===== src/rtl/pipe_stage_reg.sv =====
// Generic pipeline stage register: valid/ready handshake, optional 2-entry skid
// buffer, synchronous flush with bubble insertion and a saturating stall counter.
module pipe_stage_reg #(
  parameter int unsigned       DATA_W = 64,
  parameter bit                SKID   = 1'b1,
  parameter logic [DATA_W-1:0] BUBBLE = '0,
  parameter int unsigned       CNT_W  = 16
) (
  input  logic              clk,
  input  logic              rst_n,
  input  logic              in_valid,
  output logic              in_ready,
  input  logic [DATA_W-1:0] in_data,
  output logic              out_valid,
  input  logic              out_ready,
  output logic [DATA_W-1:0] out_data,
  input  logic              flush,
  input  logic              cnt_clr,
  output logic [1:0]        occupancy,
  output logic [CNT_W-1:0]  stall_cnt
);

  typedef enum logic [1:0] {
    StEmpty = 2'd0,
    StFull  = 2'd1,
    StSkidf = 2'd2
  } state_e;

  localparam logic [CNT_W-1:0] CntMax = '1;

  state_e            r_state;
  logic [DATA_W-1:0] r_main;
  logic [DATA_W-1:0] r_skid;
  logic              r_in_ready;
  logic [CNT_W-1:0]  r_stall_cnt;

  logic w_accept;
  logic w_emit;

  assign out_valid = (r_state != StEmpty);
  // Hide stale main contents behind the bubble whenever nothing is valid.
  assign out_data  = out_valid ? r_main : BUBBLE;

  // With a skid buffer in_ready is a flop (breaks the ready path); without it,
  // ready passes straight through from downstream.
  assign in_ready  = SKID ? r_in_ready : (!out_valid || out_ready);

  assign w_accept  = in_valid && in_ready;
  assign w_emit    = out_valid && out_ready;

  // Handshake FSM, data registers and registered in_ready.
  always_ff @(posedge clk or negedge rst_n) begin
    if (!rst_n) begin
      r_state    <= StEmpty;
      r_main     <= BUBBLE;
      r_skid     <= BUBBLE;
      r_in_ready <= 1'b1;
    end else if (flush) begin
      // Kill everything held and anything arriving this cycle.
      r_state    <= StEmpty;
      r_main     <= BUBBLE;
      r_skid     <= BUBBLE;
      r_in_ready <= 1'b1;
    end else begin
      unique case (r_state)
        StEmpty: begin
          if (w_accept) begin
            r_state <= StFull;
            r_main  <= in_data;
          end
        end
        StFull: begin
          if (w_accept && w_emit) begin
            r_main <= in_data;
          end else if (w_accept) begin
            // Only reachable with a skid buffer: downstream stalled, park the beat.
            if (SKID) begin
              r_state    <= StSkidf;
              r_skid     <= in_data;
              r_in_ready <= 1'b0;
            end
          end else if (w_emit) begin
            r_state <= StEmpty;
          end
        end
        StSkidf: begin
          if (w_emit) begin
            r_state    <= StFull;
            r_main     <= r_skid;
            r_in_ready <= 1'b1;
          end
        end
        default: begin
          r_state    <= StEmpty;
          r_in_ready <= 1'b1;
        end
      endcase
    end
  end

  // Saturating stall counter; clear wins over increment, flush leaves it alone.
  always_ff @(posedge clk or negedge rst_n) begin
    if (!rst_n) begin
      r_stall_cnt <= '0;
    end else if (cnt_clr) begin
      r_stall_cnt <= '0;
    end else if (out_valid && !out_ready && (r_stall_cnt != CntMax)) begin
      r_stall_cnt <= r_stall_cnt + 1'b1;
    end
  end

  assign stall_cnt = r_stall_cnt;

  // Beats held, decoded from the FSM state.
  always_comb begin
    occupancy = 2'd0;
    unique case (r_state)
      StEmpty: occupancy = 2'd0;
      StFull:  occupancy = 2'd1;
      StSkidf: occupancy = 2'd2;
      default: occupancy = 2'd0;
    endcase
  end

endmodule

===== config.mk =====
export PLATFORM = sky130hd
export DESIGN_NAME = pipe_stage_reg
export DESIGN_NICKNAME = d
export VERILOG_FILES = /design/src/rtl/pipe_stage_reg.sv
export SDC_FILE = /design/constraint.sdc
export NUM_CORES = 1
export LEC_CHECK = 0
export ABC_AREA = 1
export BUFFER_PORTS_ARGS = -buffer_cell sky130_fd_sc_hd__buf_4
export CORE_UTILIZATION = 35
export DETAILED_ROUTE_END_ITERATION = 8
export PLACE_DENSITY = 0.6
export SETUP_SLACK_MARGIN = 0.3
export SKIP_CTS_REPAIR_TIMING = 1
export SLEW_MARGIN = 20
export SYNTH_ARGS = -nofsm -noshare
export SYNTH_HDL_FRONTEND = slang
export SYNTH_SLANG_ARGS = --single-unit
export TNS_END_PERCENT = 1

===== constraint.sdc =====
create_clock -name clk -period 2.93 [get_ports clk]
set_input_delay 0.586 -clock clk [delete_from_list [all_inputs] [get_ports clk]]
set_output_delay 0.586 -clock clk [all_outputs]
set_load 0.03 [all_outputs]

==> results of run 1 <==
==> power groups by stage <==
| stage | sequential [W] | combinational (W) | clock (W) |
|---|---|---|---|
| 2_1_floorplan | 0.00283 | 0.00282 | 0 |
| 3_3_place_gp | 0.00283 | 0.00363 | 0 |
| 3_5_place_dp | 0.00285 | 0.00367 | 0 |
| 4_1_cts | 0.00281 | 0.00369 | 0.00212 |
| 5_1_grt | 0.00288 | 0.00403 | 0.00221 |
| 6_report | 0.00281 | 0.00365 | 0.00207 |
==> layout by cell type, fill, tap and decap left out, types with 34 or more instances in the layout <==
cell / count
o21ai_0: 128
nand2_2: 43
a21oi_1: 68
nor2_1: 82
nand3_1: 51
o21ai_2: 41
dfrtp_1: 146
buf_4: 166
nand2_1: 120
o21ai_1: 34
inv_1: 151
==> critical path: stages, from the launching register on <==
cell     delay [ns]
dfrtp_1        0.41
inv_1          0.13
ha_4           0.33
buf_4          0.28
nor2_1         0.08
buf_4          0.17
==> through the flow <==
| stage | hold WS (ns) | std cells | util (%) | worst slack [ns] | total power, W |
|---|---|---|---|---|---|
| finish | 0.167 | 1385 | 44.2 | 0.512 | 0.00853 |
| global route | 0.206 | 1385 | 44.2 | 0.360 | 0.00913 |
| CTS | 0.193 | 1385 | 44.2 | 0.220 | 0.00862 |
| detailed placement | 0.505 | 1354 | 41.6 | 0.679 | 0.00652 |
| global placement | 0.497 | 1354 | 41.6 | 0.738 | 0.00647 |
| floorplan | 0.290 | 961 | - | 0.827 | 0.00564 |
==> worst min-delay path by stage <==
| stage | slack, ns | startpoint | depth (start not counted) | to |
|---|---|---|---|---|
| floorplan | 0.29 | rst_n | 0 | r_main[0] |
| global placement | 0.50 | r_main[39] | 2 | r_main[39] |
| detailed placement | 0.51 | r_main[7] | 2 | r_main[7] |
| CTS | 0.19 | rst_n | 1 | r_main[6] |
| global route | 0.21 | rst_n | 1 | r_skid[6] |
| finish | 0.17 | rst_n | 1 | r_main[6] |
==> state kept, by name, summed over array words and instances (netlist names) <==
signal,flops
stall_cnt,16
in_ready,1
r_state,2
r_main,64
r_skid,64
==> cell families after synthesis <==
logic type | synth area share, %
simple gates | 18.7
fa+ha+maj | 0.808
buf+inv | 12.7
flops | 47.5
xor+xnor | 0.340
compound gates | 20.0
==> layer usage <==
metal / vias up / GRT usage (%)
met3: 10 / 3.79
met1: 3171 / 25.5
met5: - / 0
met2: 179 / 27.8
li1: 3325 / -
met4: 0 / 5.30
==> cell type report <==
class / count / area, sq um / area share (%)
Timing Repair Buffer: 173 / 1370 / 14.2
Clock inverter: 12 / 110 / 1.14
Sequential cell: 147 / 3680 / 38.2
Clock buffer: 19 / 443 / 4.60
Multi-Input combinational cell: 600 / 3100 / 32.2
Inverter: 154 / 578 / 6.01
Tap cell: 280 / 350 / 3.64
==> metrics.cfg, run 1 <==
[clocking]
htreeDepth=4
clk_latency_ns=0.42
path_clk_slew_ns=0.06
clock_sinks=147
clock_path_buffers=2
cts-root-buf=clkbuf_16
cts_buffers=17
cts_tree=done

[critical_path]
critPathLaunchType=register
cp.required_ns=2.34
endpoint_kind=primary output
crit_arrival_ns=1.83
crit_end=out_data[24]
cp_max_fo=19
critPathLaunch=r_state[0]
r2r_slack_ns=0.74
path_class=reg -> out
r2r_cells=9
r2r_start=r_state[0]
r2r_end=r_main[38]

[global_route]
grt_pass1_wl_um=31800
grt_pass1_vias=6261
gr-usage-all-layers_pct=18.1
antenna_found_initial=0
grt_overflow=0
grt_max_degree=83

[power]
p_int_w=0.00498
comb_power_share_pct=42.8
p_sw_w=0.00355
p_seq_share_pct=33.0
leakage_nw=4.63
power_density_mw_per_mm2=886
swShare_pct=41.6
peakVddDrop_mv=0.818
clockPowerShare_pct=24.3

[drt]
antenna_left=0
route.detailed.drc=0
vias=6685
first_pass_iters=7
dr.first_iter.drc_count=304
wl_um=19600
met1_length_um=9390
met3_length_um=1180
highest_layer=met4
wl_met2_um=8890
wire_per_inst_um=14.1
routed_via_density=4.83

[synthesis]
synth_common_cells=inv_1, dfrtp_1, o21ai_0
yosysMostFrequentCell=inv_1
synthFlopType=dfrtp_1
ys_top_cells_by_area=dfrtp_1, o21ai_0, inv_1
synthArstFlopShare_pct=100
synthesis.area_sq_mm=0.00774
synthCells=961
ys_warn_count=0
yosysSeqAreaShare_pct=47.5
synth_top_area_cell=dfrtp_1
synth_top_area_share_pct=47.2
avgSynthCellArea_sq_um=8.05
ys_types=29
synth_edf_count=0
ys_ff_latch=147
syn_nets=1036

[sta]
fin_crit_sh_pct=82.5
finalMaxSlewViolations=0
setup_viol=0
period_minus_slack_ns=2.42
tightest_slew_ns=0.708
setup_tns_ns=0
final_hold_viol_count=0
maxSlewHeadroom_pct=52.8
finClkSkew_ns=0.00873
grt_setup_unrepaired=no
fmax_ghz=0.414

[final_layout]
final_nets=1168
final_area_sq_mm=0.00963
antenna_cells=0
fillCellCount=2190
syn2layout_area_growth_pct=24.4
layout-drive-gt1-share_pct=27.4

[die]
die_area_sq_mm=0.0227
pin_count=154
initial_utilization_pct=35.6
dieHeight_um=151
core_region_area_sq_mm=0.0218
rows=54
dieWidth_um=151

[placed_design]
port-buffer-count=153
dpl.hpwl_um=13000
gp_congestion=0.774
dpl_cell_area_sq_mm=0.00906

[flow_run]
drv_cap=0

[run_status]
outcome=finished clean

[min_path]
hp-class=in -> async

(Power assumes the default switching activity.)
==> inputs of run 2 (changes only) <==
- ABC_AREA: 1 -> 0
- clock period: 2.93 -> 2.3 ns (I/O delays scaled with it)
==> run 2 against run 1 <==
  * The flow now finishes with violations (hold timing)
  * Routed wire length increased by 3.0%
  * Clock skew increased by 0.00059 ns
  * Total power increased by 2.6%
  * Synthesized area decreased by 0.15%
  * Critical endpoint is now r_main[1]
  * Largest power group is now sequential cells
==> metrics.cfg, run 2 <==
[flow_run]
drv_cap=0  ; unchanged

[sta]
period_minus_slack_ns=2.14
fmax_ghz=0.468
hold_ws_ns=-0.0217  ; was 0.167 ns
grt_setup_unrepaired=yes  ; was no
final_hold_viol_count=12  ; was 0
finalMaxSlewViolations=0  ; unchanged
setup_viol=0  ; unchanged
maxSlewHeadroom_pct=67.2  ; was 52.8%
finClkSkew_ns=0.00933  ; was 0.00873 ns
fin_crit_sh_pct=92.8
setup_ws_ns=0.165  ; was 0.512 ns
tightest_slew_ns=0.492  ; was 0.708 ns

[power]
power_density_mw_per_mm2=852  ; was 886 mW/mm^2
p_total_w=0.00876  ; was 0.00853 W
peakVddDrop_mv=0.463  ; was 0.818 mV
leakage_nw=4.60  ; was 4.63 nW

[synthesis]
ys_ff_latch=147  ; unchanged
ys_types=41  ; was 29
syn_nets=837  ; was 1036
synthCells=762  ; was 961
synth_top_area_share_pct=47.3  ; was 47.2%
avgSynthCellArea_sq_um=10.1  ; was 8.05 sq um
ys_top_cells_by_area=dfrtp_1, mux2_4, mux2i_1  ; was dfrtp_1, o21ai_0, inv_1
synth_top_area_cell=dfrtp_1  ; unchanged
synth_edf_count=0  ; unchanged
synthArstFlopShare_pct=100  ; unchanged
yosysMostFrequentCell=dfrtp_1  ; was inv_1
ys_warn_count=0  ; unchanged
yosysSeqAreaShare_pct=47.6  ; was 47.5%
synth_common_cells=dfrtp_1, nand2_1, a21oi_1  ; was inv_1, dfrtp_1, o21ai_0
synthesis.area_sq_mm=0.00773  ; was 0.00774 sq mm
synthFlopType=dfrtp_1  ; unchanged

[die]
dieHeight_um=151  ; about the same
rows=54  ; unchanged
initial_utilization_pct=35.5  ; was 35.6%
die_area_sq_mm=0.0227  ; about the same
core_region_area_sq_mm=0.0218  ; unchanged
pin_count=154  ; unchanged
dieWidth_um=151  ; about the same

[global_route]
grt_max_degree=69  ; was 83
gr-usage-all-layers_pct=16.9  ; was 18.1%
antenna_found_initial=0  ; unchanged
grt_pass1_wl_um=29500  ; was 31800 um
grt_overflow=0  ; unchanged
grt_pass1_vias=5587  ; was 6261

[run_status]
violations=hold timing
outcome=finished with violations  ; was finished clean

[drt]
vias=5941  ; was 6685
first_pass_iters=6  ; was 7
routed_via_density=4.89  ; was 4.83
wl_um=20200  ; was 19600 um
route.detailed.drc=0  ; unchanged
dr.first_iter.drc_count=218  ; was 304
wire_per_inst_um=16.6  ; was 14.1 um
antenna_left=0  ; unchanged

[clocking]
clk_latency_ns=0.42  ; about the same
cts_buffers=17  ; unchanged
clock_sinks=147  ; unchanged
path_clk_slew_ns=0.07  ; was 0.06 ns
htreeDepth=4  ; unchanged
clock_path_buffers=2  ; unchanged
cts-root-buf=clkbuf_16  ; unchanged
cts_tree=done  ; unchanged

[final_layout]
layout_common_cells=buf_4, dfrtp_1, nand2_1, a21oi_1, nor2_1  ; was buf_4, inv_1, dfrtp_1, o21ai_0, nand2_1
antenna_cells=0  ; unchanged
mostFrequentLayoutCell=buf_4  ; unchanged
final_util_pct=47.3  ; was 44.2%
syn2layout_area_growth_pct=33.0  ; was 24.4%
layout-drive-gt1-share_pct=34.0  ; was 27.4%
final_nets=999  ; was 1168
final_area_sq_mm=0.0103  ; was 0.00963 sq mm

[critical_path]
r2r_end=r_main[1]  ; was r_main[38]
endpoint_kind=register  ; was primary output
r2r_cells=8  ; was 9
critPathLaunchType=register  ; unchanged
cp_max_fo=8  ; was 19
r2r_slack_ns=0.16  ; was 0.74 ns
cp.required_ns=2.60  ; was 2.34 ns
r2r_start=r_state[0]  ; unchanged
crit_arrival_ns=2.44  ; was 1.83 ns
path_class=reg -> reg  ; was reg -> out

[min_path]
hp-class=in -> async  ; unchanged

[placed_design]
dpl.hpwl_um=11700  ; was 13000 um
pre_cts_slack_ns=0.0555  ; was 0.679 ns
gp_congestion=0.754  ; was 0.774
dpl_cell_area_sq_mm=0.00926  ; was 0.00906 sq mm
port-buffer-count=153  ; unchanged

-- run 2: kinds of logic (layout without fill, tap and decap cells) --
family	count (synthesis)	count (layout)	synth area share (%)
AOI/OAI and AO/OA	101	101	7.59
adders and majority gates	5	5	0.809
buffers and inverters	61	235	3.79
DFF	147	147	47.6
muxes	132	132	21.1
and+or+nand+nor	316	316	19.1
-- run 2: worst max-delay path by stage --
| stage | from | to | slack [ns] |
|---|---|---|---|
| 6_report | r_state[0] | r_main[1] | 0.16 |
| 5_1_grt | r_state[0] | r_main[1] | 0.10 |
| 4_1_cts | r_state[0] | out_data[63] | -0.07 |
| 3_5_place_dp | r_state[0] | r_main[54] | 0.06 |
| 3_3_place_gp | r_state[0] | r_main[52] | 0.12 |
| 2_1_floorplan | r_state[1] | r_main[0] | 0.13 |
-- run 2: metrics by stage --
| step | hold slack (ns) | TNS (ns) | std cells |
|---|---|---|---|
| final | -0.0217 | 0 | 1216 |
| after detailed placement | 0.445 | 0 | 1162 |
| after CTS | -0.0147 | -1.64 | 1193 |
| after global placement | 0.445 | 0 | 1162 |
| after floorplan | 0.164 | 0 | 762 |
| after global routing | 0.0111 | 0 | 1216 |
-- run 2: routing by layer --
metal	GRT usage [%]	up-vias	wire length, um
li1	-	2912	-
met3	4.67	14	978
met5	0	-	0
met4	4.50	0	174
met2	27.1	112	9820
met1	22.3	2903	9210
-- run 2: worst max-delay path, cell delays in order, from the launching register on --
cell,delay [ns]
dfrtp_1,0.42
inv_2,0.12
ha_4,0.22
nand2b_4,0.17
a21oi_4,0.06
a221oi_4,0.32
buf_12,0.21
clkbuf_16,0.19
mux2_4,0.31
-- run 2: final cells by class --
| cell class | instances | area, sq um |
|---|---|---|
| clock buffers | 18 | 439 |
| clock inverters | 13 | 175 |
| fillers | 2083 | 11500 |
| inverters | 7 | 30.0 |
| multi-input cells | 554 | 3840 |
| flip-flops and latches | 147 | 3680 |
| well taps | 280 | 350 |
| repair buffers | 197 | 1760 |
-- run 2: power breakdown --
group          switching [W]  total, W  leakage [nW]  internal [W]
Clock                0.00119   0.00294         0.288       0.00175
Sequential          0.000180   0.00308          1.97       0.00290
Combinational        0.00142   0.00273          2.35       0.00131
Total                0.00279   0.00876          4.60       0.00597
==> inputs of run 3 (changes only) <==
- HOLD_SLACK_MARGIN: not set -> 0.12
==> run 3 against run 2 <==
  * The run now ends clean
  * First-iteration DRC count decreased by 13%
  * Sequential power about the same
  * Routed wire length barely moved
  * Worst setup slack about the same
  * Hold slack better by 0.31 ns
  * Largest power group unchanged
==> metrics.cfg, run 3 (same netlist as run 2, synthesis figures left out) <==
[run_status]
outcome=finished clean  ; was finished with violations

[placed_design]
dpl.hpwl_um=11700  ; unchanged
pre_cts_slack_ns=0.0555  ; unchanged
dpl_cell_area_sq_mm=0.00926  ; unchanged
gp_congestion=0.754  ; unchanged
port-buffer-count=153  ; unchanged

[final_layout]
regArea_sq_mm=0.00368  ; unchanged
final_area_sq_mm=0.0103  ; about the same
layout-drive-gt1-share_pct=33.9  ; was 34.0%
multiInputGateArea_sq_mm=0.00384  ; unchanged
mostFrequentLayoutCell=buf_4  ; unchanged
fillCellCount=2082  ; was 2083
final_util_pct=47.3  ; about the same
syn2layout_area_growth_pct=33.1  ; was 33.0%
final_nets=1000  ; was 999
antenna_cells=0  ; unchanged
layout_common_cells=buf_4, dfrtp_1, nand2_1, a21oi_1, nor2_1  ; unchanged

[min_path]
holdPathEnd=r_skid[33]
worstHoldPathCells=3
min-delay-start=in_data[33]
hp-class=in -> reg  ; was in -> async

[drt]
wl_um=20200  ; about the same
route.detailed.drc=0  ; unchanged
routed_via_density=4.89  ; about the same
vias=5948  ; was 5941
antenna_left=0  ; unchanged
first_pass_iters=6  ; unchanged
wire_per_inst_um=16.6  ; about the same
dr.first_iter.drc_count=189  ; was 218

[sta]
fmax_ghz=0.468  ; about the same
maxSlewHeadroom_pct=67.5  ; was 67.2%
fin_crit_sh_pct=92.9  ; was 92.8%
setup_viol=0  ; unchanged
period_minus_slack_ns=2.14  ; about the same
setup_ws_ns=0.164  ; was 0.165 ns
finClkSkew_ns=0.0104  ; was 0.00933 ns
final_hold_viol_count=0  ; was 12
hold_ws_ns=0.286  ; was -0.0217 ns
tightest_slew_ns=0.488  ; was 0.492 ns
grt_setup_unrepaired=yes  ; unchanged
finalMaxSlewViolations=0  ; unchanged

[clocking]
clk_latency_ns=0.42  ; about the same
path_clk_slew_ns=0.07  ; about the same
cts_buffers=17  ; unchanged
clock_path_buffers=2  ; unchanged
htreeDepth=4  ; unchanged
cts_tree=done  ; unchanged
clock_sinks=147  ; unchanged
cts-root-buf=clkbuf_16  ; unchanged

[critical_path]
path_class=reg -> reg  ; unchanged
r2r_end=r_main[1]  ; unchanged
cp.required_ns=2.60  ; about the same
cp_max_fo=8  ; unchanged
endpoint_kind=register  ; unchanged
r2r_cells=8  ; unchanged
r2r_slack_ns=0.16  ; about the same
critPathLaunchType=register  ; unchanged
r2r_start=r_state[0]  ; unchanged
crit_arrival_ns=2.44  ; about the same

[flow_run]
drv_cap=0  ; unchanged

[global_route]
grt_pass1_wl_um=29500  ; unchanged
grt_pass1_vias=5587  ; unchanged
grt_overflow=0  ; unchanged
grt_max_degree=69  ; unchanged
gr-usage-all-layers_pct=16.9  ; unchanged
antenna_found_initial=0  ; unchanged

[power]
clockPowerShare_pct=33.6  ; was 33.5%
swShare_pct=31.9  ; was 31.8%
peakVddDrop_mv=0.463  ; about the same
leakage_nw=4.61  ; was 4.60 nW
power_density_mw_per_mm2=851  ; was 852 mW/mm^2
comb_power_share_pct=31.2  ; about the same
p_int_w=0.00597  ; about the same
p_seq_share_pct=35.2  ; about the same
p_total_w=0.00876  ; about the same
p_sw_w=0.00279  ; about the same

[die]
pin_count=154  ; unchanged
core_region_area_sq_mm=0.0218  ; unchanged
dieWidth_um=151  ; unchanged
die_area_sq_mm=0.0227  ; unchanged
initial_utilization_pct=35.5  ; unchanged
rows=54  ; unchanged
dieHeight_um=151  ; unchanged

## run 3: worst max-delay path: stages (launching register included)
cell and delay (ns):
dfrtp_1 0.42, inv_2 0.12, ha_4 0.22, nand2b_4 0.17, a21oi_4 0.06, a221oi_4 0.32
buf_12 0.21, clkbuf_16 0.19, mux2_4 0.31
## run 3: final cells by class
type	instances	area share (%)
Clock buffer	18	4.27
Clock inverter	13	1.70
Inverter	7	0.292
Multi-Input combinational cell	554	37.4
Sequential cell	147	35.8
Tap cell	280	3.40
Timing Repair Buffer	198	17.2
## run 3: how the worst max path moves through the flow
stage / from / endpoint
finish: r_state[0] / r_main[1]
global placement: r_state[0] / r_main[52]
global route: r_state[0] / r_main[1]
CTS: r_state[0] / out_data[63]
detailed placement: r_state[0] / r_main[54]
floorplan: r_state[1] / r_main[0]
## run 3: through the flow
step / instances / setup TNS [ns]
floorplan: 762 / 0
global placement: 1162 / 0
detailed placement: 1162 / 0
CTS: 1193 / -1.64
global route: 1217 / 0
finish: 1217 / 0
## run 3: power by group through the flow
stage	logic (W)	clock network [W]	registers, W
finish	0.00274	0.00294	0.00308
CTS	0.00240	0.00302	0.00308
floorplan	0.00168	0	0.00307
global route	0.00293	0.00311	0.00312
global placement	0.00238	0	0.00312
detailed placement	0.00241	0	0.00312
## run 3: routing by layer
| layer | GRT usage (%) | share of wire, % | up-vias |
|---|---|---|---|
| met5 | 0 | 0 | - |
| met4 | 4.50 | 0.86 | 0 |
| met3 | 4.67 | 5.1 | 14 |
| met2 | 27.1 | 48 | 118 |
| met1 | 22.3 | 46 | 2903 |
| li1 | - | - | 2913 |
